--- src/rtl/led_blink_pkg.sv ---
// Shared types for the LED blink bank: channel mode encoding and address width helper.
package led_blink_pkg;

  typedef enum logic [1:0] {
    OFF   = 2'd0,
    ON    = 2'd1,
    BLINK = 2'd2,
    PWM   = 2'd3
  } mode_t;

  function automatic int aw_f(input int n);
    return (n > 1) ? $clog2(n) : 1;
  endfunction

endpackage

--- src/rtl/led_blink_if.sv ---
// Configuration write port of the LED blink bank: one-cycle write strobe plus ack/err pulses.
interface led_blink_if
  import led_blink_pkg::*;
#(
  parameter int AW    = 2,
  parameter int CNT_W = 24
);
  logic             cfg_we;
  logic [AW-1:0]    cfg_addr;
  mode_t            cfg_mode;
  logic [CNT_W-1:0] cfg_period;
  logic [CNT_W-1:0] cfg_duty;
  logic             cfg_ack;
  logic             cfg_err;

  modport master (
    output cfg_we, cfg_addr, cfg_mode, cfg_period, cfg_duty,
    input  cfg_ack, cfg_err
  );

  modport slave (
    input  cfg_we, cfg_addr, cfg_mode, cfg_period, cfg_duty,
    output cfg_ack, cfg_err
  );
endinterface

--- src/rtl/led_blink_ch.sv ---
// One LED channel: tick-driven wrap counter, blink-state bit, config registers and LED decode.
module led_blink_ch
  import led_blink_pkg::*;
#(
  parameter int    CNT_W      = 24,
  parameter int    RST_PERIOD = (1 << 23) - 1,
  parameter mode_t RST_MODE   = BLINK
) (
  input  logic             m_clock,
  input  logic             p_reset,
  input  logic             i_tick,
  input  logic             i_wr,
  input  mode_t            i_mode,
  input  logic [CNT_W-1:0] i_period,
  input  logic [CNT_W-1:0] i_duty,
  output logic             o_led
);
  mode_t            r_mode;
  logic [CNT_W-1:0] r_period;
  logic [CNT_W-1:0] r_duty;
  logic [CNT_W-1:0] r_cnt;
  logic             r_blink;
  logic             w_wrap;

  assign w_wrap = i_tick && (r_cnt == r_period);

  // A write takes priority over a coincident wrap: counter restarts, no toggle.
  always_ff @(posedge m_clock or negedge p_reset) begin
    if (!p_reset) begin
      r_mode   <= RST_MODE;
      r_period <= CNT_W'(RST_PERIOD);
      r_duty   <= '0;
      r_cnt    <= '0;
      r_blink  <= 1'b1;
    end else if (i_wr) begin
      r_mode   <= i_mode;
      r_period <= i_period;
      r_duty   <= i_duty;
      r_cnt    <= '0;
      r_blink  <= 1'b1;
    end else if (w_wrap) begin
      r_cnt    <= '0;
      r_blink  <= ~r_blink;
    end else if (i_tick) begin
      r_cnt    <= r_cnt + 1'b1;
    end
  end

  always_comb begin
    o_led = 1'b0;
    unique case (r_mode)
      OFF:     o_led = 1'b0;
      ON:      o_led = 1'b1;
      BLINK:   o_led = r_blink;
      PWM:     o_led = (r_cnt < r_duty);
      default: o_led = 1'b0;
    endcase
  end

endmodule

--- src/rtl/led_blink_bank.sv ---
// Bank of LED channels sharing one prescaler; decodes config writes onto the addressed channel.
module led_blink_bank
  import led_blink_pkg::*;
#(
  parameter int    CH         = 4,
  parameter int    CNT_W      = 24,
  parameter int    PRE_DIV    = 1,
  parameter int    RST_PERIOD = (1 << 23) - 1,
  parameter mode_t RST_MODE   = BLINK
) (
  input  logic          m_clock,
  input  logic          p_reset,
  led_blink_if.slave    cfg,
  output logic          tick,
  output logic [CH-1:0] led
);
  localparam int AW = aw_f(CH);
  localparam int PW = aw_f(PRE_DIV);

  logic [PW-1:0] r_pre;
  logic          r_ack;
  logic          r_err;
  logic          w_addr_ok;

  assign tick      = (r_pre == PW'(PRE_DIV - 1));
  assign w_addr_ok = (32'(cfg.cfg_addr) < 32'(CH));

  always_ff @(posedge m_clock or negedge p_reset) begin
    if (!p_reset)  r_pre <= '0;
    else if (tick) r_pre <= '0;
    else           r_pre <= r_pre + 1'b1;
  end

  always_ff @(posedge m_clock or negedge p_reset) begin
    if (!p_reset) begin
      r_ack <= 1'b0;
      r_err <= 1'b0;
    end else begin
      r_ack <= cfg.cfg_we &&  w_addr_ok;
      r_err <= cfg.cfg_we && !w_addr_ok;
    end
  end

  assign cfg.cfg_ack = r_ack;
  assign cfg.cfg_err = r_err;

  for (genvar gi = 0; gi < CH; gi++) begin : g_ch
    logic w_wr;
    assign w_wr = cfg.cfg_we && (cfg.cfg_addr == AW'(gi));

    led_blink_ch #(
      .CNT_W      (CNT_W),
      .RST_PERIOD (RST_PERIOD),
      .RST_MODE   (RST_MODE)
    ) u_ch (
      .m_clock  (m_clock),
      .p_reset  (p_reset),
      .i_tick   (tick),
      .i_wr     (w_wr),
      .i_mode   (cfg.cfg_mode),
      .i_period (cfg.cfg_period),
      .i_duty   (cfg.cfg_duty),
      .o_led    (led[gi])
    );
  end

endmodule

--- src/flat_wrapper.sv ---
// flat-port wrapper written by rule: the top's interface ports become plain ports
module led_blink_bank_flat import led_blink_pkg::*;
#(
  parameter int    CH         = 4,
  parameter int    CNT_W      = 24,
  parameter int    PRE_DIV    = 1,
  parameter int    RST_PERIOD = (1 << 23) - 1,
  parameter mode_t RST_MODE   = BLINK
)
  (m_clock, p_reset, tick, led, cfg_cfg_we, cfg_cfg_addr, cfg_cfg_mode, cfg_cfg_period, cfg_cfg_duty, cfg_cfg_ack, cfg_cfg_err);
  led_blink_if #(.AW(2), .CNT_W(CNT_W)) cfg_i ();
  input  logic m_clock;
  input  logic p_reset;
  output logic tick;
  output logic [CH-1:0] led;
  input wire logic [$bits(cfg_i.cfg_we)-1:0] cfg_cfg_we;
  input wire logic [$bits(cfg_i.cfg_addr)-1:0] cfg_cfg_addr;
  input wire logic [$bits(cfg_i.cfg_mode)-1:0] cfg_cfg_mode;
  input wire logic [$bits(cfg_i.cfg_period)-1:0] cfg_cfg_period;
  input wire logic [$bits(cfg_i.cfg_duty)-1:0] cfg_cfg_duty;
  output wire logic [$bits(cfg_i.cfg_ack)-1:0] cfg_cfg_ack;
  output wire logic [$bits(cfg_i.cfg_err)-1:0] cfg_cfg_err;
  assign cfg_i.cfg_we = cfg_cfg_we;
  assign cfg_i.cfg_addr = cfg_cfg_addr;
  assign cfg_i.cfg_mode = cfg_cfg_mode;
  assign cfg_i.cfg_period = cfg_cfg_period;
  assign cfg_i.cfg_duty = cfg_cfg_duty;
  assign cfg_cfg_ack = cfg_i.cfg_ack;
  assign cfg_cfg_err = cfg_i.cfg_err;
  led_blink_bank #(.CH(CH), .CNT_W(CNT_W), .PRE_DIV(PRE_DIV), .RST_PERIOD(RST_PERIOD), .RST_MODE(RST_MODE)) u_core (.m_clock(m_clock), .p_reset(p_reset), .cfg(cfg_i), .tick(tick), .led(led));
endmodule
--- config.mk ---
export PLATFORM = sky130hd
export DESIGN_NAME = led_blink_bank_flat
export DESIGN_NICKNAME = d
export VERILOG_FILES = /design/src/rtl/led_blink_pkg.sv /design/src/rtl/led_blink_if.sv /design/src/rtl/led_blink_ch.sv /design/src/rtl/led_blink_bank.sv /design/src/flat_wrapper.sv
export SDC_FILE = /design/constraint.sdc
export NUM_CORES = 1
export LEC_CHECK = 0
export BUFFER_PORTS_ARGS = -buffer_cell sky130_fd_sc_hd__buf_4
export CAP_MARGIN = 15
export CELL_PAD_IN_SITES_DETAIL_PLACEMENT = 1
export CELL_PAD_IN_SITES_GLOBAL_PLACEMENT = 1
export CORE_ASPECT_RATIO = 0.8
export CORE_MARGIN = 2
export CORE_UTILIZATION = 46
export DETAILED_ROUTE_END_ITERATION = 12
export MAX_ROUTING_LAYER = met4
export PLACE_DENSITY = 0.82
export SLEW_MARGIN = 20
export SYNTH_ARGS = -nofsm -noshare
export SYNTH_HDL_FRONTEND = slang
export SYNTH_SLANG_ARGS = --single-unit
--- constraint.sdc ---
create_clock -name m_clock -period 1.9 [get_ports m_clock]
set_input_delay 0.38 -clock m_clock [delete_from_list [all_inputs] [get_ports m_clock]]
set_output_delay 0.38 -clock m_clock [all_outputs]
set_load 0.02 [all_outputs]
==> flow_summary.json, run 1 <==
{
  "outcome": "complete, but fails checks",
  "violations": "negative setup slack",
  "drt_first_pass_iters": 5,
  "die_w_microns": 211,
  "core_sq_um": 33600,
  "grt_pass1_wl_mm": 84.1,
  "cts_tree": "built",
  "r2r_setup_slack_ns": -0.43,
  "mostFrequentLayoutCell": "buf_4",
  "initial_utilization_pct": 46.7,
  "final_max_slew_viol_count": 0,
  "nNetsFinal": 1803,
  "whs_ns": 0.0870,
  "ys_warn_count": 0,
  "grt_pass1_vias": 13694,
  "critical_path_peak_fanout": 2,
  "wirelength_met1_mm": 23.9,
  "fin_worst_skew_ns": 0.0134,
  "max-cap-violations": 0,
  "ios": 62,
  "numCtsBuffers": 30,
  "grt_max_degree": 58,
  "syn_area_per_cell_sq_um": 11.2,
  "path_class": "reg -> out",
  "worst-endpoint-required_ns": 1.52,
  "synthArstFlopShare_pct": 100,
  "power_density_nw_per_um2": 984,
  "crit_chain": "ha_4 > nand4_1 > nor4_4 > nand2_1 > a31oi_2 > a31oi_2 > buf_4",
  "hpwl_mm": 36.5,
  "tns_ns": -25.64,
  "p_int_w": 0.0135,
  "period_needed_ns": 2.92,
  "synthCells": 1401,
  "wl_met3_mm": 3.75,
  "r2r_end": "u_core.g_ch[0].u_ch.r_cnt[15]",
  "end_kind": "primary output",
  "routedWlPerCell_microns": 29.1,
  "die_h_microns": 169,
  "drc": 0,
  "via_per_inst": 6.05,
  "route.vias.total": 12780,
  "rr_startpoint": "u_core.g_ch[0].u_ch.r_cnt[10]",
  "power_frac_seq_pct": 42.6,
  "synth.net_count": 1552,
  "p_sw_share_pct": 32.4,
  "hold_viol": 0,
  "routed_wl_mm": 61.5,
  "antenna_found_initial": 14,
  "max_freq_mhz": 342,
  "cts_num_sinks": 301,
  "worstSkewPairLatency_ns": 0.60,
  "ant_nets": 0,
  "layout_common_cells": "buf_4 (221), dfrtp_1 (199), mux2_2 (177)",
  "hold_path.class": "in -> reg",
  "gp_congestion": 0.875,
  "grt.overflow.total": 0,
  "netlist_area_sq_um": 15700,
  "top_layer_used": "met4",
  "max_slew_margin_pct": 61.4,
  "ys.flop_type": "dfrtp_1",
  "drt-initial-drc-count": 1113,
  "row_count": 60,
  "switchingPower_w": 0.00648,
  "p_leak_nw": 9.31,
  "hp-start": "cfg_cfg_duty[7]",
  "ys_ff_latch": 301,
  "drive_above_1_share_pct": 44.8,
  "tightest_slew_ns": 0.573,
  "root_buffer": "clkbuf_16",
  "grt_usage_pct": 32.7,
  "clockBufferDepth": 3,
  "hold_end": "u_core.g_ch[0].u_ch.r_duty[7]",
  "arrival_ns": 2.54,
  "pwr-share-comb_pct": 25.9,
  "cpMaxStageDelayCell": "dfrtp_1",
  "netlist-cell-type-count": 52,
  "dieArea_sq_um": 35700,
  "io_buffers": 59,
  "hold_depth": 3,
  "min_period_over_period_pct": 154,
  "crit_top_cell": "a31oi_2",
  "vdd_ir_drop_max_mv": 0.837,
  "start_kind": "flip-flop",
  "synth_edf_count": 0,
  "wl_met2_mm": 29.5,
  "rsz0062_at_grt": "true",
  "fill_cells": 3448,
  "path_clk_slew_ns": 0.07,
  "h-tree-depth": 1,
  "fin_ws_ns": -1.02,
  "area_growth_pct": 29.2,
  "cp_slowest_stage_delay_ns": 0.45,
  "seq_area_frac_synth_pct": 48.7,
  "clkPwrFrac_pct": 31.5,
  "setup_viol": 104,
  "r2r_cells": 8
}
==> worst max-delay path by stage <==
stage                                             start  endpoint  slack [ns]  depth (start not counted)
after floorplan            u_core.g_ch[1].u_ch.r_cnt[4]    led[1]       -0.12                          6
after global placement    u_core.g_ch[1].u_ch.r_cnt[13]    led[1]       -0.42                          8
after detailed placement  u_core.g_ch[1].u_ch.r_cnt[22]    led[1]       -0.45                          7
after CTS                 u_core.g_ch[1].u_ch.r_cnt[21]    led[1]       -0.90                          6
after global routing      u_core.g_ch[3].u_ch.r_cnt[17]    led[3]       -1.12                          7
final                     u_core.g_ch[3].u_ch.r_cnt[17]    led[3]       -1.02                          7
==> routing by layer <==
layer  global-route usage [%]  up-vias
li1                         -     5304
met1                     39.9     6679
met2                     53.5      568
met3                     4.90      229
met4                     15.6        0
met5                        -        -
==> through the flow <==
step	total power, W	std cells	setup slack [ns]	instance area (sq um)	utilization, %
global route	0.0206	2111	-1.12	20300	60.3
finish	0.0200	2113	-1.02	20300	60.3
floorplan	0.0108	1401	-0.123	15800	-
CTS	0.0193	2080	-0.901	19600	58.3
global placement	0.0122	2010	-0.422	17900	53.1
detailed placement	0.0127	2010	-0.447	17900	53.1
==> power groups by stage <==
stage | logic, W | registers [W] | clock network (W)
2_1_floorplan | 0.00251 | 0.00831 | 0
3_3_place_gp | 0.00387 | 0.00838 | 0
3_5_place_dp | 0.00417 | 0.00848 | 0
4_1_cts | 0.00466 | 0.00840 | 0.00624
5_1_grt | 0.00550 | 0.00857 | 0.00656
6_report | 0.00517 | 0.00849 | 0.00629
==> cell usage after synthesis (2+ instances only) <==
cell type | instances | area [sq um]
or3_1 | 7 | 43.8
mux2i_1 | 2 | 20.0
buf_6 | 8 | 90.1
buf_1 | 2 | 7.51
nor3_1 | 8 | 40.0
xnor2_1 | 31 | 272
nor2_1 | 116 | 435
a2111o_1 | 2 | 22.5
clkbuf_1 | 19 | 71.3
o21ai_0 | 43 | 215
nor4_1 | 28 | 175
dfstp_2 | 100 | 2630
ha_1 | 96 | 1200
and2_1 | 2 | 12.5
and4_1 | 8 | 70.1
nor3_2 | 3 | 30.0
nor4_2 | 4 | 50.1
a221oi_1 | 6 | 52.6
a21oi_1 | 37 | 185
nand2_1 | 71 | 267
mux2_2 | 177 | 1990
nand3_1 | 52 | 260
and3_1 | 19 | 119
nand3b_1 | 2 | 15.0
buf_2 | 6 | 30.0
a211oi_1 | 2 | 15.0
a31oi_1 | 5 | 31.3
o21ai_2 | 2 | 17.5
inv_1 | 105 | 394
or4_1 | 2 | 15.0
nand4_1 | 44 | 275
conb_1 | 2 | 7.51
nand2b_1 | 9 | 56.3
xor2_1 | 152 | 1330
buf_4 | 8 | 60.1
a21o_1 | 5 | 37.5
dfrtp_1 | 201 | 5030
==> cells by family after synthesis <==
| logic type | after synthesis | synth area share, % |
|---|---|---|
| AO/OA/AOI/OAI | 111 | 4.19 |
| XOR/XNOR | 183 | 10.2 |
| adder cells (fa/ha/maj) | 96 | 7.65 |
| buffers and inverters | 149 | 4.19 |
| flip-flops | 301 | 48.7 |
| multiplexers | 179 | 12.8 |
| other | 2 | 0.0478 |
| AND/OR/NAND/NOR | 380 | 12.2 |
==> final cells by class <==
type	instances	area [sq um]	area share, %
antenna	3	7.51	0.0370
clock buffer	46	922	4.54
clock inverter	10	86.3	0.425
inverter	105	394	1.94
multi-input combinational	951	8430	41.5
sequential	301	7660	37.7
tap	434	543	2.68
timing repair buffer	263	2250	11.1
==> sequential cells by signal (all words and copies together) (netlist names) <==
| register | cells |
|---|---|
| u_core.cfg.cfg_ack | 1 |
| u_core.g_ch.u_ch.r_blink | 4 |
| u_core.g_ch.u_ch.r_cnt | 96 |
| u_core.g_ch.u_ch.r_duty | 96 |
| u_core.g_ch.u_ch.r_mode | 8 |
| u_core.g_ch.u_ch.r_period | 96 |
==> worst max-delay path: cells and delay by family, from the launching register on <==
| kind | cells | cell delay, ns |
|---|---|---|
| and+or+nand+nor | 3 | 0.72 |
| DFF | 1 | 0.45 |
| adders and majority gates | 1 | 0.31 |
| AOI/OAI and AO/OA | 2 | 0.30 |
| buffers and inverters | 1 | 0.17 |
==> repair_timing <==
item / CTS / global route
cloned: 2 / 3
setup buffers: 14 / 30
hold endpoints to repair: 30 / 0
resized for setup: 137 / 99
hold buffers: 2 / 0
pin swaps: 68 / 61
endpoints found under the setup margin: 99 / 104
Note: power is estimated with default switching activity, not from simulation.
==> inputs of run 2 (changes only) <==
Settings changed: BUFFER_PORTS_ARGS -buffer_cell sky130_fd_sc_hd__buf_4 to not set, CORE_UTILIZATION 46 to 47, CTS_CLUSTER_DIAMETER set to 120, DONT_BUFFER_PORTS set to 1, PLACE_DENSITY 0.82 to 0.81, SETUP_SLACK_MARGIN set to 0.02.
==> run 2 against run 1 <==
The flow finishes with violations (negative hold slack, negative setup slack). Routed wire length grew 11%. Via count grew 2.1%. Combinational power grew 3%. Cell count grew 0.71%. Die area shrank 2.1%. Worst setup slack lost 0.16 ns. Final area grew 2.8%. Sequential share of layout area shrank 1.0 points. Critical path depth grew 2. Critical path type unchanged. Largest power group unchanged. Highest routed layer unchanged.
==> flow_summary.json, run 2 (same netlist as run 1, synthesis figures left out) <==
{
  "mostFrequentLayoutCell": "dfrtp_1",
  "start_kind": "flip-flop",
  "numCtsBuffers": 34,
  "h-tree-depth": 2,
  "routed_wl_mm": 68.2,
  "via_per_inst": 6.13,
  "dieArea_sq_um": 34900,
  "violations": "negative hold slack, negative setup slack",
  "grt_pass1_vias": 13798,
  "core_sq_um": 32700,
  "hold_path.class": "in -> async",
  "row_count": 59,
  "antenna_found_initial": 32,
  "area_growth_pct": 32.8,
  "pwr-share-comb_pct": 25.3,
  "grt_usage_pct": 35.4,
  "clkPwrFrac_pct": 34.1,
  "fin_worst_skew_ns": 0.0281,
  "final_util_pct": 63.8,
  "cts_num_sinks": 301,
  "gp_congestion": 0.846,
  "grt_pass1_wl_mm": 88.5,
  "max_freq_mhz": 324,
  "die_h_microns": 168,
  "layout_common_cells": "dfrtp_1 (201), mux2_2 (177), buf_4 (156)",
  "worstSkewPairLatency_ns": 0.55,
  "worst-endpoint-required_ns": 1.52,
  "path_delay_family": "compound AO/OA/AOI/OAI gates",
  "fill_cells": 3243,
  "reg_top3": "u_core.g_ch.u_ch.r_cnt: 96 flops, u_core.g_ch.u_ch.r_duty: 96 flops, u_core.g_ch.u_ch.r_period: 96 flops",
  "grt_max_degree": 302,
  "final_max_slew_viol_count": 0,
  "end_kind": "primary output",
  "placedCellCount": 1941,
  "tightest_slew_ns": 1.00,
  "drc": 0,
  "cp_slowest_stage_delay_ns": 0.40,
  "path_clk_slew_ns": 0.06,
  "drt_first_pass_iters": 5,
  "path_class": "reg -> out",
  "period_needed_ns": 3.08,
  "drt-initial-drc-count": 1242,
  "cpMaxStageDelayCell": "dfrtp_1",
  "critPathBufInv": 3,
  "ios": 62,
  "ant_nets": 0,
  "root_buffer": "clkbuf_16",
  "nNetsFinal": 1791,
  "whs_ns": -0.473,
  "die_w_microns": 208,
  "rsz0062_at_grt": "true",
  "initial_utilization_pct": 48.0,
  "route.vias.total": 13048,
  "routedWlPerCell_microns": 32.0,
  "p_leak_nw": 9.27,
  "hpwl_mm": 34.0,
  "cts_tree": "built",
  "hold_viol": 212,
  "clockBufferDepth": 3,
  "drive_above_1_share_pct": 43.5,
  "vdd_ir_drop_max_mv": 0.688,
  "max-cap-violations": 0,
  "switchingPower_w": 0.00671,
  "arrival_ns": 2.70,
  "p_total_w": 0.0210,
  "p_sw_share_pct": 32.0,
  "critical_path_peak_fanout": 3,
  "io_buffers": 0,
  "power_density_nw_per_um2": 1010,
  "outcome": "complete, but fails checks",
  "setup_viol": 104,
  "min_period_over_period_pct": 162,
  "power_frac_seq_pct": 40.6,
  "fin_ws_ns": -1.18,
  "grt.overflow.total": 0,
  "p_int_w": 0.0143,
  "stdcell_count": 2128,
  "max_slew_margin_pct": 33.2,
  "dpl_worst_slack_ns": -0.604,
  "crit_chain": "inv_1 > ha_1 > nand4_1 > nor3_2 > a221oi_2 > o21bai_1 > a211oi_2 > buf_4 > buf_6"
}
[run 2: routing by layer]
metal  vias to the layer above  track usage, %  wire length (microns)
met5                         -               -                      0
met4                         0            18.3                   4630
met3                       277            9.62                   5880
met1                      6729            42.0                  25500
met2                       719            55.6                  32100
li1                       5323               -                      -
[run 2: layout make-up]
type / count / area [sq um] / share of cell area (%)
Tap cell: 427 / 534 / 2.56
Sequential cell: 301 / 7660 / 36.7
Clock inverter: 9 / 100 / 0.480
Multi-Input combinational cell: 951 / 8770 / 42.0
Antenna cell: 35 / 87.6 / 0.420
Inverter: 105 / 394 / 1.89
Timing Repair Buffer: 247 / 2250 / 10.8
Clock buffer: 53 / 1070 / 5.11
[run 2: worst paths after layout]
path,cells past startpoint,endpoint,start,slack (ns)
worst max register to register,7,u_core.g_ch[1].u_ch.r_cnt[10],u_core.g_ch[1].u_ch.r_cnt[5],-0.25
worst min register to register,1,u_core.g_ch[3].u_ch.r_duty[15],u_core.g_ch[3].u_ch.r_duty[15],0.51
worst min-delay path,0,u_core.g_ch[2].u_ch.r_duty[12],p_reset,-0.47
worst max-delay path,9,led[1],u_core.g_ch[1].u_ch.r_duty[19],-1.18
max in group asynchronous,0,u_core.g_ch[0].u_ch.r_cnt[11],p_reset,1.53
min in group m_clock,1,u_core.g_ch[3].u_ch.r_duty[3],cfg_cfg_duty[3],0
[run 2: repair_timing]
item,in CTS,in global routing
hold buffers,53,4
endpoints found under the setup margin,103,104
gates cloned,2,5
endpoints found under the hold margin,465,305
pin swaps,56,91
gates resized for setup,110,195
buffers inserted,10,26
[run 2: power groups by stage]
stage	Clock, W	Combinational (W)	Sequential (W)
final	0.00715	0.00531	0.00852
after detailed placement	0	0.00374	0.00844
after CTS	0.00704	0.00439	0.00836
after floorplan	0	0.00251	0.00831
after global placement	0	0.00346	0.00836
after global routing	0.00742	0.00562	0.00858
[run 2: through the flow]
stage,instance area [sq um],setup TNS [ns]
after CTS,19600,-7.02
after global placement,17300,-8.07
after detailed placement,17300,-13.89
after global routing,20900,-28.45
after floorplan,15800,-0.321
final,20900,-21.80
==> inputs of run 3 (changes only) <==
==> constraint.sdc (replaced) <==
create_clock -name m_clock -period 1.9 [get_ports m_clock]
set_input_delay 0.38 -clock m_clock [delete_from_list [all_inputs] [get_ports m_clock]]
set_output_delay 0.38 -clock m_clock [all_outputs]
set_load 0.1 [all_outputs]
==> run 3 against run 2 <==
The run still ends with negative hold slack, negative setup slack left. Die area unchanged. Clock-buffer cell count decreased by 3. Sequential power decreased by 0.9%. Clock power decreased by 13%. First-iteration DRC count decreased by 42%. Worst hold slack got worse by 0.044 ns. Flip-flop and latch count unchanged. Final area decreased by 4.5%. Combinational power decreased by 3%. Utilization decreased by 2.9 points. Cell count decreased by 1.8%. Highest routed layer unchanged.
==> flow_summary.json, run 3 (same netlist as run 1, synthesis figures left out) <==
{
  "max_slew_margin_pct": 56.8,
  "numCtsBuffers": 31,
  "worstSkewPairLatency_ns": 0.59,
  "area_growth_pct": 26.9,
  "reg_top3": "u_core.g_ch.u_ch.r_cnt: 96 flops, u_core.g_ch.u_ch.r_duty: 96 flops, u_core.g_ch.u_ch.r_period: 96 flops",
  "dieArea_sq_um": 34900,
  "grt_pass1_wl_mm": 84.9,
  "cpMaxStageDelayCell": "dfrtp_1",
  "violations": "negative hold slack, negative setup slack",
  "drive_above_1_share_pct": 38.3,
  "drt-initial-drc-count": 725,
  "critical_path_peak_fanout": 2,
  "die_h_microns": 168,
  "start_kind": "flip-flop",
  "routedWlPerCell_microns": 28.1,
  "path_class": "reg -> out",
  "stdcell_count": 2090,
  "layout_common_cells": "dfrtp_1 (201), mux2_2 (177), buf_4 (150)",
  "tightest_slew_ns": 0.646,
  "end_kind": "primary output",
  "die_w_microns": 208,
  "path_clk_slew_ns": 0.06,
  "rsz0062_at_grt": "true",
  "ant_nets": 0,
  "clockBufferDepth": 3,
  "routed_wl_mm": 58.7,
  "power_density_nw_per_um2": 994,
  "period_needed_ns": 3.03,
  "nNetsFinal": 1779,
  "drc": 0,
  "cp_slowest_stage_delay_ns": 0.38,
  "route.vias.total": 12394,
  "outcome": "complete, but fails checks",
  "core_sq_um": 32700,
  "hold_path.class": "in -> async",
  "placedCellCount": 1948,
  "final_max_slew_viol_count": 0,
  "hpwl_mm": 34.4,
  "hold_viol": 301,
  "dpl_worst_slack_ns": -0.562,
  "fin_worst_skew_ns": 0.0124,
  "min_period_over_period_pct": 159,
  "gp_congestion": 0.870,
  "postCtsHoldBufs": 51,
  "via_per_inst": 5.93,
  "h-tree-depth": 1,
  "path_delay_family": "compound AO/OA/AOI/OAI gates",
  "p_total_w": 0.0198,
  "grt_max_degree": 302,
  "p_leak_nw": 9.20,
  "vdd_ir_drop_max_mv": 0.827,
  "root_buffer": "clkbuf_16",
  "whs_ns": -0.517,
  "max-cap-violations": 0,
  "grt_usage_pct": 33.5,
  "crit_chain": "inv_1 > ha_2 > o21ai_0 > nand2b_1 > a21oi_4 > nor4_2 > buf_4 > a211oi_4 > buf_12",
  "mostFrequentLayoutCell": "dfrtp_1",
  "fin_ws_ns": -1.13,
  "worst-endpoint-required_ns": 1.52,
  "cts_tree": "built",
  "grt_pass1_vias": 13520,
  "antenna_found_initial": 15,
  "ios": 62,
  "row_count": 59,
  "io_buffers": 0,
  "cts_num_sinks": 301,
  "arrival_ns": 2.65,
  "critPathBufInv": 3,
  "grt.overflow.total": 0,
  "setup_viol": 100,
  "drt_first_pass_iters": 4,
  "max_freq_mhz": 330,
  "initial_utilization_pct": 48.0
}
## run 3: changes by cell type in the layout (fill, tap and decap cells not counted), sizes merged
cell / delta
clkinv: +1
diode: -24
dlygate4sd3: -6
clkbuf: -5
clkinvlp: -2
bufinv: -1
buf: -1
## run 3: final cells by class
cell class	instances	area, sq um
repair buffers	238	2130
clock inverters	7	63.8
fillers	3314	12800
well taps	427	534
diodes	11	27.5
clock buffers	50	927
multi-input cells	951	8190
flip-flops and latches	301	7660
inverters	105	394
## run 3: timing repair
item,CTS,global route
pin swaps,56,46
endpoints found under the hold margin,501,301
gates resized for setup,78,78
setup buffers,8,19
cloned,1,1
setup endpoints to repair,103,104
## run 3: worst paths after layout
kind | start | end | slack [ns] | cells past startpoint
min in group m_clock | cfg_cfg_duty[14] | u_core.g_ch[0].u_ch.r_duty[14] | 0.02 | 2
setup reg to reg | u_core.g_ch[1].u_ch.r_cnt[1] | u_core.g_ch[1].u_ch.r_cnt[5] | -0.15 | 8
hold reg to reg | u_core.g_ch[1].u_ch.r_duty[8] | u_core.g_ch[1].u_ch.r_duty[8] | 0.50 | 1
hold / removal | p_reset | u_core.g_ch[1].u_ch.r_duty[15] | -0.52 | 0
max in group asynchronous | p_reset | u_core.g_ch[0].u_ch.r_duty[3] | 1.89 | 0
setup / recovery | u_core.g_ch[1].u_ch.r_duty[5] | led[1] | -1.13 | 9
## run 3: per-layer routing
metal  track usage, %  up-vias  part of all wire (%)
li1                 -     5284                     -
met1             41.0     6465                    40
met2             54.3      461                    48
met3             6.08      184                   6.1
met4             15.7        0                   5.7
met5                -        -                     0
## run 3: stage by stage
stage	util (%)	cell area [sq um]	setup TNS [ns]
global route	60.9	19900	-17.03
CTS	59.1	19300	-4.73
global placement	53.3	17400	-1.48
finish	60.9	19900	-10.60
floorplan	-	15800	-0.878
detailed placement	53.3	17400	-4.05
## run 3: worst register-to-register path: cells and delay by family (launching register included)
family / cells / cell delay (ns)
AND/OR/NAND/NOR: 3 / 0.57
buffers and inverters: 3 / 0.53
flip-flops: 1 / 0.41
AO/OA/AOI/OAI: 1 / 0.26
XOR/XNOR: 1 / 0.16
## run 3: power breakdown
part	internal (W)	leakage (nW)	switching, W	total [W]
Combinational	0.00230	5.10	0.00287	0.00517
Sequential	0.00768	3.62	0.000757	0.00844
Clock	0.00345	0.490	0.00275	0.00620
